### config.mk
export PLATFORM = sky130hd
export DESIGN_NAME = sudoku_grid_engine
export DESIGN_NICKNAME = d
export VERILOG_FILES = /design/src/rtl/sudoku_pkg.sv /design/src/rtl/sudoku_check_scan.sv /design/src/rtl/sudoku_grid_engine.sv
export SDC_FILE = /design/constraint.sdc
export NUM_CORES = 1
export LEC_CHECK = 0
export CORE_UTILIZATION = 41
export CTS_CLUSTER_SIZE = 14
export DETAILED_ROUTE_END_ITERATION = 7
export PLACE_DENSITY = 0.73
export SLEW_MARGIN = 10
export SYNTH_ARGS = -nofsm -noshare
export SYNTH_HDL_FRONTEND = slang
export SYNTH_SLANG_ARGS = --single-unit
### constraint.sdc
create_clock -name i_clka -period 5.8 [get_ports i_clka]
set_input_delay 0.87 -clock i_clka [delete_from_list [all_inputs] [get_ports i_clka]]
set_output_delay 0.87 -clock i_clka [all_outputs]
set_load 0.05 [all_outputs]
### src/rtl/sudoku_pkg.sv
// Shared definitions for the Sudoku grid engine: FSM state encoding,
// default box size and a constant-evaluable clog2 helper.
package sudoku_pkg;

  localparam int BOX_DEF = 2;

  typedef enum logic [2:0] {
    ST_IDLE   = 3'd0,
    ST_LOAD   = 3'd1,
    ST_PLAY   = 3'd2,
    ST_CHECK  = 3'd3,
    ST_SOLVED = 3'd4
  } state_t;

  // Smallest r with 2**r >= n; usable in parameter and port-width expressions.
  function automatic int clog2(input int n);
    int r;
    r = 0;
    while ((1 << r) < n) r++;
    return r;
  endfunction

endpackage

### src/rtl/sudoku_check_scan.sv
// Sequential solve checker: walks the grid one cell per cycle, counts cells
// where the player value differs from the solution, then publishes the count
// with a one-cycle done pulse one cycle after the last comparison.
module sudoku_check_scan #(
  parameter int CELLS = 16,
  parameter int VW    = 3,
  parameter int CW    = 4,
  parameter int MW    = 5
) (
  input  logic                i_clka,
  input  logic                i_restart,
  input  logic                i_abort,
  input  logic                i_start,
  input  logic [CELLS*VW-1:0] i_user_board,
  input  logic [CELLS*VW-1:0] i_real_board,
  output logic                o_fin,
  output logic                o_acc_zero,
  output logic                o_done,
  output logic [MW-1:0]       o_mismatch_cnt
);

  logic          r_busy;
  logic [CW-1:0] r_idx;
  logic [MW-1:0] r_acc;
  logic          r_fin;
  logic          r_done;
  logic [MW-1:0] r_cnt;

  logic [VW-1:0] w_user_v;
  logic [VW-1:0] w_real_v;
  logic          w_diff;
  logic          w_last;

  // Select the cell under scan and compare it.
  always_comb begin
    w_user_v = i_user_board[int'(r_idx)*VW +: VW];
    w_real_v = i_real_board[int'(r_idx)*VW +: VW];
    w_diff   = (w_user_v != w_real_v);
    w_last   = r_busy && (r_idx == CW'(CELLS - 1));
  end

  // Scan counter, mismatch accumulator and result/done registers.
  // An abort (new game) drops any scan in flight without a done pulse.
  always_ff @(posedge i_clka) begin
    if (i_restart) begin
      r_busy <= 1'b0;
      r_idx  <= '0;
      r_acc  <= '0;
      r_fin  <= 1'b0;
      r_done <= 1'b0;
      r_cnt  <= '0;
    end else if (i_abort) begin
      r_busy <= 1'b0;
      r_idx  <= '0;
      r_acc  <= '0;
      r_fin  <= 1'b0;
      r_done <= 1'b0;
      r_cnt  <= '0;
    end else begin
      r_done <= r_fin;
      r_fin  <= 1'b0;
      if (r_fin) r_cnt <= r_acc;
      if (i_start) begin
        r_busy <= 1'b1;
        r_idx  <= '0;
        r_acc  <= '0;
      end else if (r_busy) begin
        r_acc <= r_acc + MW'(w_diff);
        if (w_last) begin
          r_busy <= 1'b0;
          r_fin  <= 1'b1;
        end else begin
          r_idx <= r_idx + 1'b1;
        end
      end
    end
  end

  assign o_fin          = r_fin;
  assign o_acc_zero     = (r_acc == '0);
  assign o_done         = r_done;
  assign o_mismatch_cnt = r_cnt;

endmodule

### src/rtl/sudoku_grid_engine.sv
// Sudoku board store: solution and player grids, hint mask, serial puzzle
// load, protected player writes with reject signalling and a sequential
// solve check delegated to sudoku_check_scan.
//
//   state     | meaning
//   ----------+-----------------------------------------------------------
//   ST_IDLE   | after reset, waiting for new_game
//   ST_LOAD   | accepting CELLS solution values/hint bits in row-major order
//   ST_PLAY   | player captures row/col and writes values
//   ST_CHECK  | scanning grid for mismatches, play inputs ignored
//   ST_SOLVED | last check found no mismatch, grids frozen
module sudoku_grid_engine
  import sudoku_pkg::*;
#(
  parameter int BOX = BOX_DEF,
  parameter int VW  = 3,
  parameter int IW  = 2
) (
  input  logic                                   i_clka,
  input  logic                                   i_restart,
  input  logic                                   i_new_game,
  input  logic                                   i_load_valid,
  input  logic [VW-1:0]                          i_load_val,
  input  logic                                   i_load_hint,
  input  logic                                   i_row_flag,
  input  logic                                   i_col_flag,
  input  logic                                   i_val_flag,
  input  logic                                   i_check_flag,
  input  logic [VW-1:0]                          i_cell_data,
  output logic [BOX*BOX*BOX*BOX*VW-1:0]          o_user_board,
  output logic [BOX*BOX*BOX*BOX*VW-1:0]          o_real_board,
  output logic [BOX*BOX*BOX*BOX-1:0]             o_fill_flag,
  output logic [2:0]                             o_state_o,
  output logic                                   o_reject,
  output logic                                   o_check_done,
  output logic [clog2(BOX*BOX*BOX*BOX+1)-1:0]    o_mismatch_cnt,
  output logic                                   o_solved
);

  localparam int SIDE  = BOX * BOX;
  localparam int CELLS = SIDE * SIDE;
  localparam int CW    = clog2(CELLS);
  localparam int MW    = clog2(CELLS + 1);
  localparam logic [VW-1:0] LP_SIDE_V = VW'(SIDE);

  state_t           r_state;
  logic [CW-1:0]    r_load_idx;
  logic [IW-1:0]    r_row;
  logic [IW-1:0]    r_col;
  logic             r_reject;
  logic             r_solved;
  logic [VW-1:0]    r_user [CELLS];
  logic [VW-1:0]    r_real [CELLS];
  logic [CELLS-1:0] r_fill;

  logic [CW-1:0]    w_cell;
  logic             w_val_ok;
  logic             w_pos_ok;
  logic             w_load_bad;
  logic             w_start;
  logic             w_scan_fin;
  logic             w_acc_zero;

  // Decode of the player bus against the current row/col and hint mask.
  always_comb begin
    w_cell     = CW'(r_row) * CW'(SIDE) + CW'(r_col);
    w_val_ok   = (i_cell_data <= LP_SIDE_V) && !r_fill[w_cell];
    w_pos_ok   = (i_cell_data < LP_SIDE_V);
    w_load_bad = (i_load_val == '0) || (i_load_val > LP_SIDE_V);
    // A check starts only when no capture/write shares the cycle.
    w_start    = (r_state == ST_PLAY) && i_check_flag && !i_val_flag &&
                 !i_col_flag && !i_row_flag && !i_new_game;
  end

  // Main FSM with grid storage and registered reject/solved outputs.
  always_ff @(posedge i_clka) begin
    if (i_restart) begin
      r_state    <= ST_IDLE;
      r_load_idx <= '0;
      r_row      <= '0;
      r_col      <= '0;
      r_reject   <= 1'b0;
      r_solved   <= 1'b0;
      r_fill     <= '0;
      for (int k = 0; k < CELLS; k++) begin
        r_user[k] <= '0;
        r_real[k] <= '0;
      end
    end else begin
      r_reject <= 1'b0;
      if (i_new_game) begin
        r_state    <= ST_LOAD;
        r_load_idx <= '0;
        r_solved   <= 1'b0;
        r_fill     <= '0;
        for (int k = 0; k < CELLS; k++) begin
          r_user[k] <= '0;
          r_real[k] <= '0;
        end
      end else begin
        case (r_state)
          ST_LOAD: begin
            if (i_load_valid) begin
              r_real[r_load_idx] <= i_load_val;
              r_fill[r_load_idx] <= i_load_hint;
              r_user[r_load_idx] <= i_load_hint ? i_load_val : '0;
              r_reject           <= w_load_bad;
              r_load_idx         <= r_load_idx + 1'b1;
              if (r_load_idx == CW'(CELLS - 1)) r_state <= ST_PLAY;
            end
          end
          ST_PLAY: begin
            if (i_val_flag) begin
              if (w_val_ok) r_user[w_cell] <= i_cell_data;
              else          r_reject       <= 1'b1;
            end else if (i_col_flag) begin
              if (w_pos_ok) r_col    <= i_cell_data[IW-1:0];
              else          r_reject <= 1'b1;
            end else if (i_row_flag) begin
              if (w_pos_ok) r_row    <= i_cell_data[IW-1:0];
              else          r_reject <= 1'b1;
            end
            if (w_start) r_state <= ST_CHECK;
          end
          ST_CHECK: begin
            if (w_scan_fin) begin
              r_solved <= w_acc_zero;
              r_state  <= w_acc_zero ? ST_SOLVED : ST_PLAY;
            end
          end
          ST_SOLVED: begin
            if (i_val_flag) r_reject <= 1'b1;
          end
          default: ;
        endcase
      end
    end
  end

  // Flatten grids onto the packed output buses, cell k at [k*VW +: VW].
  always_comb begin
    o_user_board = '0;
    o_real_board = '0;
    for (int k = 0; k < CELLS; k++) begin
      o_user_board[k*VW +: VW] = r_user[k];
      o_real_board[k*VW +: VW] = r_real[k];
    end
  end

  sudoku_check_scan #(
    .CELLS (CELLS),
    .VW    (VW),
    .CW    (CW),
    .MW    (MW)
  ) u_scan (
    .i_clka         (i_clka),
    .i_restart      (i_restart),
    .i_abort        (i_new_game),
    .i_start        (w_start),
    .i_user_board   (o_user_board),
    .i_real_board   (o_real_board),
    .o_fin          (w_scan_fin),
    .o_acc_zero     (w_acc_zero),
    .o_done         (o_check_done),
    .o_mismatch_cnt (o_mismatch_cnt)
  );

  assign o_fill_flag = r_fill;
  assign o_state_o   = r_state;
  assign o_reject    = r_reject;
  assign o_solved    = r_solved;

endmodule

### Word-level counts from Yosys, hierarchy flattened

Memory sizes are Yosys's and may differ from the RTL's.
Index checks and enable logic that the tools add are counted.

* register bits after elaboration: 46
* RAM bits: 96
* bits of input ports: 15
* output and inout bits: 123
* word-level logic and storage cells: 194
* memories: 2

* add/subtract/negate cells: 4
* multiply operators: 1
* $lt $le $gt $ge: 6
* equality and inequality tests: 15
* shift operators: 2
* mux-type cells: 82
* bitwise gates (word level): 37
* reductions and logical operators: 31

Memory list
* r_real: depth 16, bits a word 3, read ports 16, clocked after memory_dff 0, wr ports 16, RTL line sudoku_grid_engine.sv:53 `logic [VW-1:0] r_real [CELLS];`
* r_user: depth 16, bits a word 3, read ports 16, clocked after memory_dff 0, wr ports 16, RTL line sudoku_grid_engine.sv:52 `logic [VW-1:0] r_user [CELLS];`

Operators by type and width (number)
* $mux 3: 41
* $shiftx 48x32->3: 1
* $shiftx 48x7->3: 1
* $mux 1: 33
* $or 1x1->1: 32
* $bwmux 16: 1
* $reduce_and 5->1: 3
* $mux 4: 3
* $reduce_or 3->1: 4
* $lt 4x5->1 const B: 2
* $pmux 3 s3: 1
* $add 4x1->4 const B: 2
* $eq 4x4->1 const B: 2
* $logic_and 1x1->1: 8
* $eq 3x2->1 const B: 2
* $mul 4x2->6 const B: 1
* $ne 3x2->1 const B: 2
* $ne 3x3->1 const B: 2
* $reduce_and 2->1: 3
* $reduce_and 6->1: 1
* $add 5x1->5: 1
* $logic_not 1->1: 5
* $logic_not 5->1: 1
* $not 1->1: 5
* other kinds (19): 21

### Longest topological paths before layout

Gate-level depths: netlist of run 1.

* depth after elaboration: 13
* depth in mapped cells: 12
* depth with buffers taken out: 10

### Hierarchy

From an unflattened synthesis of run 1, not the netlist that was laid out.

* cells, all modules: 681
* area total of the unflattened synthesis: 7473.4 um^2

Modules (own cells, without submodules)
* sudoku_grid_engine: instances 1, cells each 551, area each 5982.0 um^2, sequential area each 3463.3 um^2
* sudoku_check_scan: instances 1, cells each 130, area each 1491.4 um^2, sequential area each 340.3 um^2

### Least setup slack after synthesis of run 1

OpenSTA, ideal clock, no wires.

* path kind: register -> register
* start: register u_scan.r_idx[1]
* end: register u_scan.r_acc[4]
* setup time: 0.124 ns
* data arrival time: 2.625 ns
* data required time: 5.676 ns
* path slack: 3.051 ns
* stages on the path, launching flop included: 12
* buffers on the path: 2
* period minus slack after synthesis: 2.749 ns
* cell sequence: dfxtp_1 > clkbuf_1 > clkbuf_1 > mux4_2 > mux4_2 > xnor2_1 > nand3_1 > ha_1 > ha_1 > nand4_1 > xor2_1 > nor2_1

* longest elaborated chain between the ends: 4
* elaborated cells between the ends (all ways): 5
* classes of those cells: 1 x add/sub; 1 x mul; 1 x eq/ne; 2 x shift

Ends and longest elaborated chain
* start, declared: RTL line sudoku_check_scan.sv:23 `logic [CW-1:0] r_idx;`
* start signal, assigned: RTL line sudoku_check_scan.sv:73 `r_idx <= r_idx + 1'b1;`
* $mul 4x2->6 (*): RTL line sudoku_check_scan.sv:36, sudoku_check_scan.sv:37
* $shiftx 48x7->3 or $shiftx 48x32->3 (tied branches): RTL line sudoku_check_scan.sv:36, sudoku_check_scan.sv:37
* $ne 3x3->1 (*): RTL line sudoku_check_scan.sv:38 `w_diff = (w_user_v != w_real_v);`
* $add 5x1->5 (*): RTL line sudoku_check_scan.sv:68 `r_acc <= r_acc + MW'(w_diff);`
* end signal, assigned: RTL line sudoku_check_scan.sv:68
* end, declared: RTL line sudoku_check_scan.sv:24 `logic [MW-1:0] r_acc;`

Mark *: on every way between the ends. The rest lies on a longest branch, timed or not.
A chain may end at the register's enable or synchronous reset.

### Worst setup path in the final report of run 1

* start: register u_scan.r_idx[0]
* end: register u_scan.r_acc[4]

Same word-level chain as after synthesis.

==> impl_results.md, run 1 <==
- Crit Path Class: reg -> reg
- Port bufs: about 140
- Chip Height: approximately 140 um
- CTS Hold Bufs: 0
- Rel. slew slack: 0.2957
- Share of cells above drive strength 1: 0.09948
- Peak supply drop: 0.2394 mV
- Final setup fails: 0
- Fin crit share: 0.5883
- Ys Warns: 0
- Initial antenna violation count: 1
- First-pass GRT wire length: 33,090 um
- CP max-delay cell: dfxtp_2
- Crit-path max FO: 27
- Fmax: ~290 MHz
- Synth top area share: 0.3863
- Top cells by area, synth: edfxtp_1 (39%), dfxtp_1 (12%), mux4_2 (8.4%)
- Htree depth: 4
- CP arrival: ~3.7 ns
- Initial Util: 0.4256
- Die area: 18,750 um^2
- Setup_tns: 0 ns
- Starting DRT DRC Count: around 670
- Slew Limit Fails: 0
- Top-count cell post-synth: edfxtp_1
- Post-Route Utilization: 0.5395
- Syn_nets: 686
- Post-synth top cells: edfxtp_1 (96), nor2_1 (63), and3_1 (48)
- Synth Instances: between 600 and 700
- Drt total wl: roughly 22,000 um
- Worst slew pin tran: around 1.1 ns
- Cts repair resizes: 0
- FF-to-FF End: u_scan.r_acc[4]
- DRC viols: 0
- FF-to-FF Start: u_scan.r_idx[0]
- Final hold violations: 0
- Min-delay src: o_fill_flag[0]
- Synth area leader: edfxtp_1
- PnR Total Power: approximately 2500 uW
- Distinct cell type count after synthesis: 60
- Clock Sinks: ~140
- Worst path required time: roughly 6.1 ns
- Core ar.: approximately 18,000 um^2
- Ports: 138
- Gr usage total: 0.2425
- LEAKAGE: approximately 0.0033 uW
- Max Clock Skew: just under 0.008 ns
- DP Wirelength: around 16,000 um
- Crit-path max cell delay: roughly 0.94 ns
- Clk Latency, worst-skew pair: between 0.4 and 0.5 ns
- Netlist Area Pre-Place: between 7000 and 8000 um^2
- Clock root buffer: clkbuf_16
- Final ANT Viol Nets: 0
- Layout Area Growth over Synthesis: 26.77%
- Max-Cap Viols: 0
- Period minus WS final: roughly 3.4 ns
- Per-cell routed wire length: 22.13 um
- Worst Reg-to-Reg Cells: 9
- Rows: 48
- Top_reg_cell synth: edfxtp_1
- Sink of the worst hold path: o_fill_flag[0]
- RSZ-0062 raised after global routing: no
- Largest delay contributor family on the critical path: multiplexers
- Seq/Total Area, Yosys: 0.5096
- Crit-path cells: mux4_2, mux4_2, xnor2_1, nand3_1, ha_1, ha_1, nand4_1, xor2_1, nor2_1
- Flops & latches, synth: 142
- Ant diodes: 0
- Grt ovf: 0
- CP endpoint kind: flip-flop
- Routability cong.: roughly 0.91
- Largest net degree at the start of global routing: 42
- Synth async-reset ratio: 0
- CTS buffer count: 17
- DIE WIDTH: 136.9 um
- Deepest clock path buffer count: 2
- Worst Hold Class: reg -> reg
- DR vias: just over 6k
- Register-to-register setup slack: 2.39 ns
- NumNets Final: 783
- CTS tree: built
- CP Buf/Inv Count: 0
- Via density: ~6.2
- EDFF count, synth: 96
- Fillers: 1,515
- Worst Hold Path Cells: 2
- DRT Pass-1 Iters: 6
- PwrDens: 268.6 nW/um^2
- Outcome: completed
- Mapped Avg Cell Area: roughly 11 um^2
- Reg clk slew, reported paths: roughly 0.06 ns
- Startpoint Class: flip-flop
- Vias in the first global route: roughly 5.7k
- Setup bufs post-CTS: 0
[logic make-up after synthesis]
kind of cell | after synthesis | share of synthesized area
AOI/OAI and AO/OA | 137 | 0.1350
xor gates and xnor gates | 14 | 0.01643
adders and majority gates | 7 | 0.01173
buffers and inverters | 69 | 0.04308
DFF | 142 | 0.5096
muxes | 51 | 0.1155
and+or+nand+nor | 244 | 0.1687
[layer usage]
layer / GRT usage / vias to the layer above / part of all wire
met4: 0.09524 / 0 / 0.025
met3: 0.05704 / 51 / 0.11
met1: 0.3406 / 3024 / 0.43
met2: 0.3605 / 398 / 0.44
li1: - / 2741 / -
met5: 0 / - / 0
[state kept, by name (all words and copies together) (netlist names)]
register and count:
r_real 48, r_user 48, o_fill_flag 16, u_scan.o_mismatch_cnt 5, u_scan.r_acc 5, r_load_idx 4, u_scan.r_idx 4, o_state_o 3
r_col 2, r_row 2, o_reject 1, o_solved 1, u_scan.o_done 1, u_scan.o_fin 1, u_scan.r_busy 1
[how the worst max path moves through the flow]
| stage | startpoint | endpoint | depth (start not counted) |
|---|---|---|---|
| after floorplan | u_scan.r_idx[1] | u_scan.r_acc[4] | 11 |
| after global placement | i_restart | r_user[4][1] | 7 |
| after detailed placement | i_restart | r_user[5][2] | 7 |
| after CTS | u_scan.r_idx[0] | u_scan.r_acc[4] | 9 |
| after global routing | u_scan.r_idx[0] | u_scan.r_acc[4] | 9 |
| final | u_scan.r_idx[0] | u_scan.r_acc[4] | 9 |
[cells in the final DEF (no fill, tap or decap), types with 8 or more instances in the layout]
cell type / n
edfxtp_1: 96
xor2_1: 8
dfxtp_1: 45
nand2_1: 46
clkbuf_16: 17
o21ai_0: 26
and2_1: 8
o32ai_1: 18
a21oi_1: 24
o21ai_1: 9
o22ai_1: 9
o31ai_1: 9
mux2i_1: 22
mux4_2: 28
nand3_1: 30
a32o_1: 12
clkdlybuf4s50_1: 137
nor2_1: 62
nand4_1: 10
and3_1: 48
[final cells by class]
cell class | instances | area (um^2) | area share
repair buffers | 140 | 1394 | 0.1473
clock buffers | 21 | 450.4 | 0.04761
multi-input cells | 453 | 3341 | 0.3531
well taps | 225 | 281.5 | 0.02975
clock inverters | 11 | 163.9 | 0.01732
flip-flops and latches | 142 | 3805 | 0.4021
inverters | 7 | 26.28 | 0.002777
[worst register-to-register path, delay by kind of cell, from the launching register on]
kind	cells	cell delay, ns
simple gates	3	0.39
xor+xnor	2	0.33
mux	2	1.16
fa+ha+maj	2	0.47
flops	1	0.94
[where the power goes]
| group | total [uW] | switching (uW) | internal (uW) | leakage, uW |
|---|---|---|---|---|
| Clock | 1150 | 417 | 730 | 0.000301 |
| Sequential | 1130 | 22.6 | 1110 | 0.00144 |
| Combinational | 263 | 183 | 80.6 | 0.00153 |
| Total | 2540 | 623 | 1920 | 0.00327 |
[stage by stage]
step	std cells	hold slack [ns]	setup slack, ns	instance area [um^2]
6_report	999	0.4767	2.388	9462
5_1_grt	999	0.5020	2.225	9462
4_1_cts	999	0.4803	2.362	9462
3_5_place_dp	967	0.4802	2.166	8847
3_3_place_gp	967	0.4758	2.284	8847
2_1_floorplan	664	0.4925	3.051	7463
Power figures use the tool's default switching activity.
==> run 2: changes to the inputs <==
==> constraint.sdc (replaced) <==
create_clock -name i_clka -period 3.3 [get_ports i_clka]
set_input_delay 0.495 -clock i_clka [delete_from_list [all_inputs] [get_ports i_clka]]
set_output_delay 0.495 -clock i_clka [all_outputs]
set_load 0.05 [all_outputs]
==> run 2 against run 1 <==
Power up 76%. Setup slack worse by 2.1 ns. Sequential share of layout area down 0.67 points. Clock skew up 0.00083 ns. Die area unchanged. Non-clock buffer count up 18. Clock power up 75%. Final cell count up 1.8%. Fmax up 13%.
==> impl_results.md, run 2 (synthesized netlist as in run 1, its figures left out) <==
- Setup bufs post-CTS: 0 (unchanged)
- Worst slew pin tran: 0.6533 ns (-0.3999 ns)
- CP Buf/Inv Count: 1 (+1)
- Crit-path max cell delay: 0.52 ns (-0.42 ns)
- PwrDens: 464.5 nW/um^2 (+73%)
- Reg clk slew, reported paths: 0.06 ns (about the same)
- Cts repair resizes: 0 (unchanged)
- Outcome: completed
- Drt total wl: 22,860 um (+3.4%)
- Fin crit share: 0.9181 (+0.3298)
- Per-cell routed wire length: 22.48 um (+1.6%)
- Vias in the first global route: 5,785 (+1.3%)
- Initial antenna violation count: 0 (-1)
- Final hold violations: 0 (unchanged)
- Fillers: 1,484 (-2.0%)
- Deepest clock path buffer count: 2 (unchanged)
- Startpoint Class: flip-flop
- Max Clock Skew: 0.008543 ns (+0.0008256 ns)
- Final setup fails: 0 (unchanged)
- CP endpoint kind: flip-flop
- Share of cells above drive strength 1: 0.1263 (+0.02678)
- Crit-path max FO: 12 (-56%)
- Final ANT Viol Nets: 0 (unchanged)
- DRC viols: 0 (unchanged)
- Slew Limit Fails: 0 (unchanged)
- Crit Path Class: reg -> reg
- Met3 usage: 0.06852 (+0.01148)
- Chip Height: 136.9 um (unchanged)
- First-pass GRT wire length: 33,840 um (+2.3%)
- DIE WIDTH: 136.9 um (unchanged)
- Largest net degree at the start of global routing: 41 (-2.4%)
- M2 GR Usage: 0.3617 (+0.001122)
- Place WS: 0.3038 ns (-1.863 ns)
- RSZ-0062 raised after global routing: no
- CTS tree: built
- Grt ovf: 0 (unchanged)
- Multi-input logic area: 3341 um^2 (unchanged)
- DP Wirelength: 16,550 um (+5.1%)
- DRT Pass-1 Iters: 5 (-1)
- CTS Hold Bufs: 0 (unchanged)
- CTS buffer count: 17 (unchanged)
- Period minus WS final: 3.030 ns (-0.3826 ns)
- Initial Util: 0.4256 (unchanged)
- DR vias: 6,290 (+1.2%)
- Core ar.: 17,540 um^2 (unchanged)
- Port bufs: 137 (unchanged)
- Fmax: 330.1 MHz (+13%)
- Clock root buffer: clkbuf_16
- Rows: 48 (unchanged)
- Gr usage total: 0.2469 (+0.004430)
- Layout Area Growth over Synthesis: 28.92%
- NumNets Final: 801 (+2.3%)
- Most common cell after layout, fill and taps aside: clkdlybuf4s50_1
- Post-Route Utilization: 0.5487 (+0.009133)
- Routability cong.: 0.9078 (-0.43%)
- Worst setup margin: 0.2703 ns (-2.117 ns)
- Setup_tns: 0 ns (unchanged)
- Rel. slew slack: 0.5607 (+0.2651)
- Clock Sinks: 142 (unchanged)
- Clk Latency, worst-skew pair: 0.44 ns (about the same)
- Largest delay contributor family on the critical path: multiplexers
- Peak supply drop: 0.4136 mV (+73%)
- Die area: 18,750 um^2 (unchanged)
- Gr busiest metal: met2
- LEAKAGE: 0.003358 uW (+2.6%)
- Worst path required time: 3.62 ns (-2.49 ns)
- Worst Hold Class: reg -> reg
- Max-Cap Viols: 0 (unchanged)
- Commonest cells after routing, fill and taps aside: clkdlybuf4s50_1 (137), edfxtp_1 (96), nor2_1 (62)
- Starting DRT DRC Count: 786 (+18%)
- Ant diodes: 0 (unchanged)
- Htree depth: 4 (unchanged)
- Ports: 138 (unchanged)
- Met1 Resource Use GR: 0.3509 (+0.01025)
- CP max-delay cell: mux4_2
- Crit-path cells: buf_12, mux4_2, mux4_2, xnor2_1, nand3_1, ha_1, ha_1, nand4_1, xor2_1, nor2_1
- CP arrival: 3.35 ns (-0.37 ns)
- Register area: 3805 um^2 (unchanged)
- Via density: 6.185 (-0.57%)
-- run 2: changes by cell type in the layout (fill, tap and decap cells not counted), sizes merged --
cell      previous run  this run
clkbuf              21        19
clkinvlp             0         4
buf                  3        21
bufinv               4         3
clkinv               5         4
-- run 2: per-layer routing --
metal	routed length, um	vias up
li1	-	2787
met1	9716	3054
met2	10060	410
met3	2659	39
met4	430	0
met5	0	-
-- run 2: worst paths after layout --
check,from,endpoint,slack [ns],cells after the start
worst max-delay path,u_scan.r_idx[0],u_scan.r_acc[4],0.27,10
worst min-delay path,o_fill_flag[0],o_fill_flag[0],0.49,2
worst min register to register,o_fill_flag[0],o_fill_flag[0],0.49,2
worst max register to register,u_scan.r_idx[0],u_scan.r_acc[4],0.27,10
-- run 2: worst register-to-register path, delay by kind of cell (launching register included) --
kind                     cells  cell delay [ns]
adder cells (fa/ha/maj)      2             0.48
multiplexers                 2             1.04
AND/OR/NAND/NOR              3             0.39
flip-flops                   1             0.47
XOR/XNOR                     2             0.32
buffers and inverters        1             0.20
-- run 2: final cells by class --
type | count | area share
flip-flops and latches | 142 | 0.3954
clock inverters | 13 | 0.01678
inverters | 7 | 0.002731
multi-input cells | 453 | 0.3472
well taps | 225 | 0.02926
repair buffers | 158 | 0.1615
clock buffers | 19 | 0.04707
-- run 2: power breakdown --
part           internal, uW  switching (uW)
combinational           149             326
sequential             1950            40.1
clock                  1230             778
total                  3320            1140
-- run 2: per-stage QoR --
stage	std cells	power [uW]	instance area (um^2)	hold slack [ns]
2_1_floorplan	664	2308	7463	0.4925
3_3_place_gp	985	2494	9007	0.4787
3_5_place_dp	985	2496	9007	0.4710
4_1_cts	1017	4471	9622	0.4921
5_1_grt	1017	4573	9622	0.5115
6_report	1017	4469	9622	0.4910
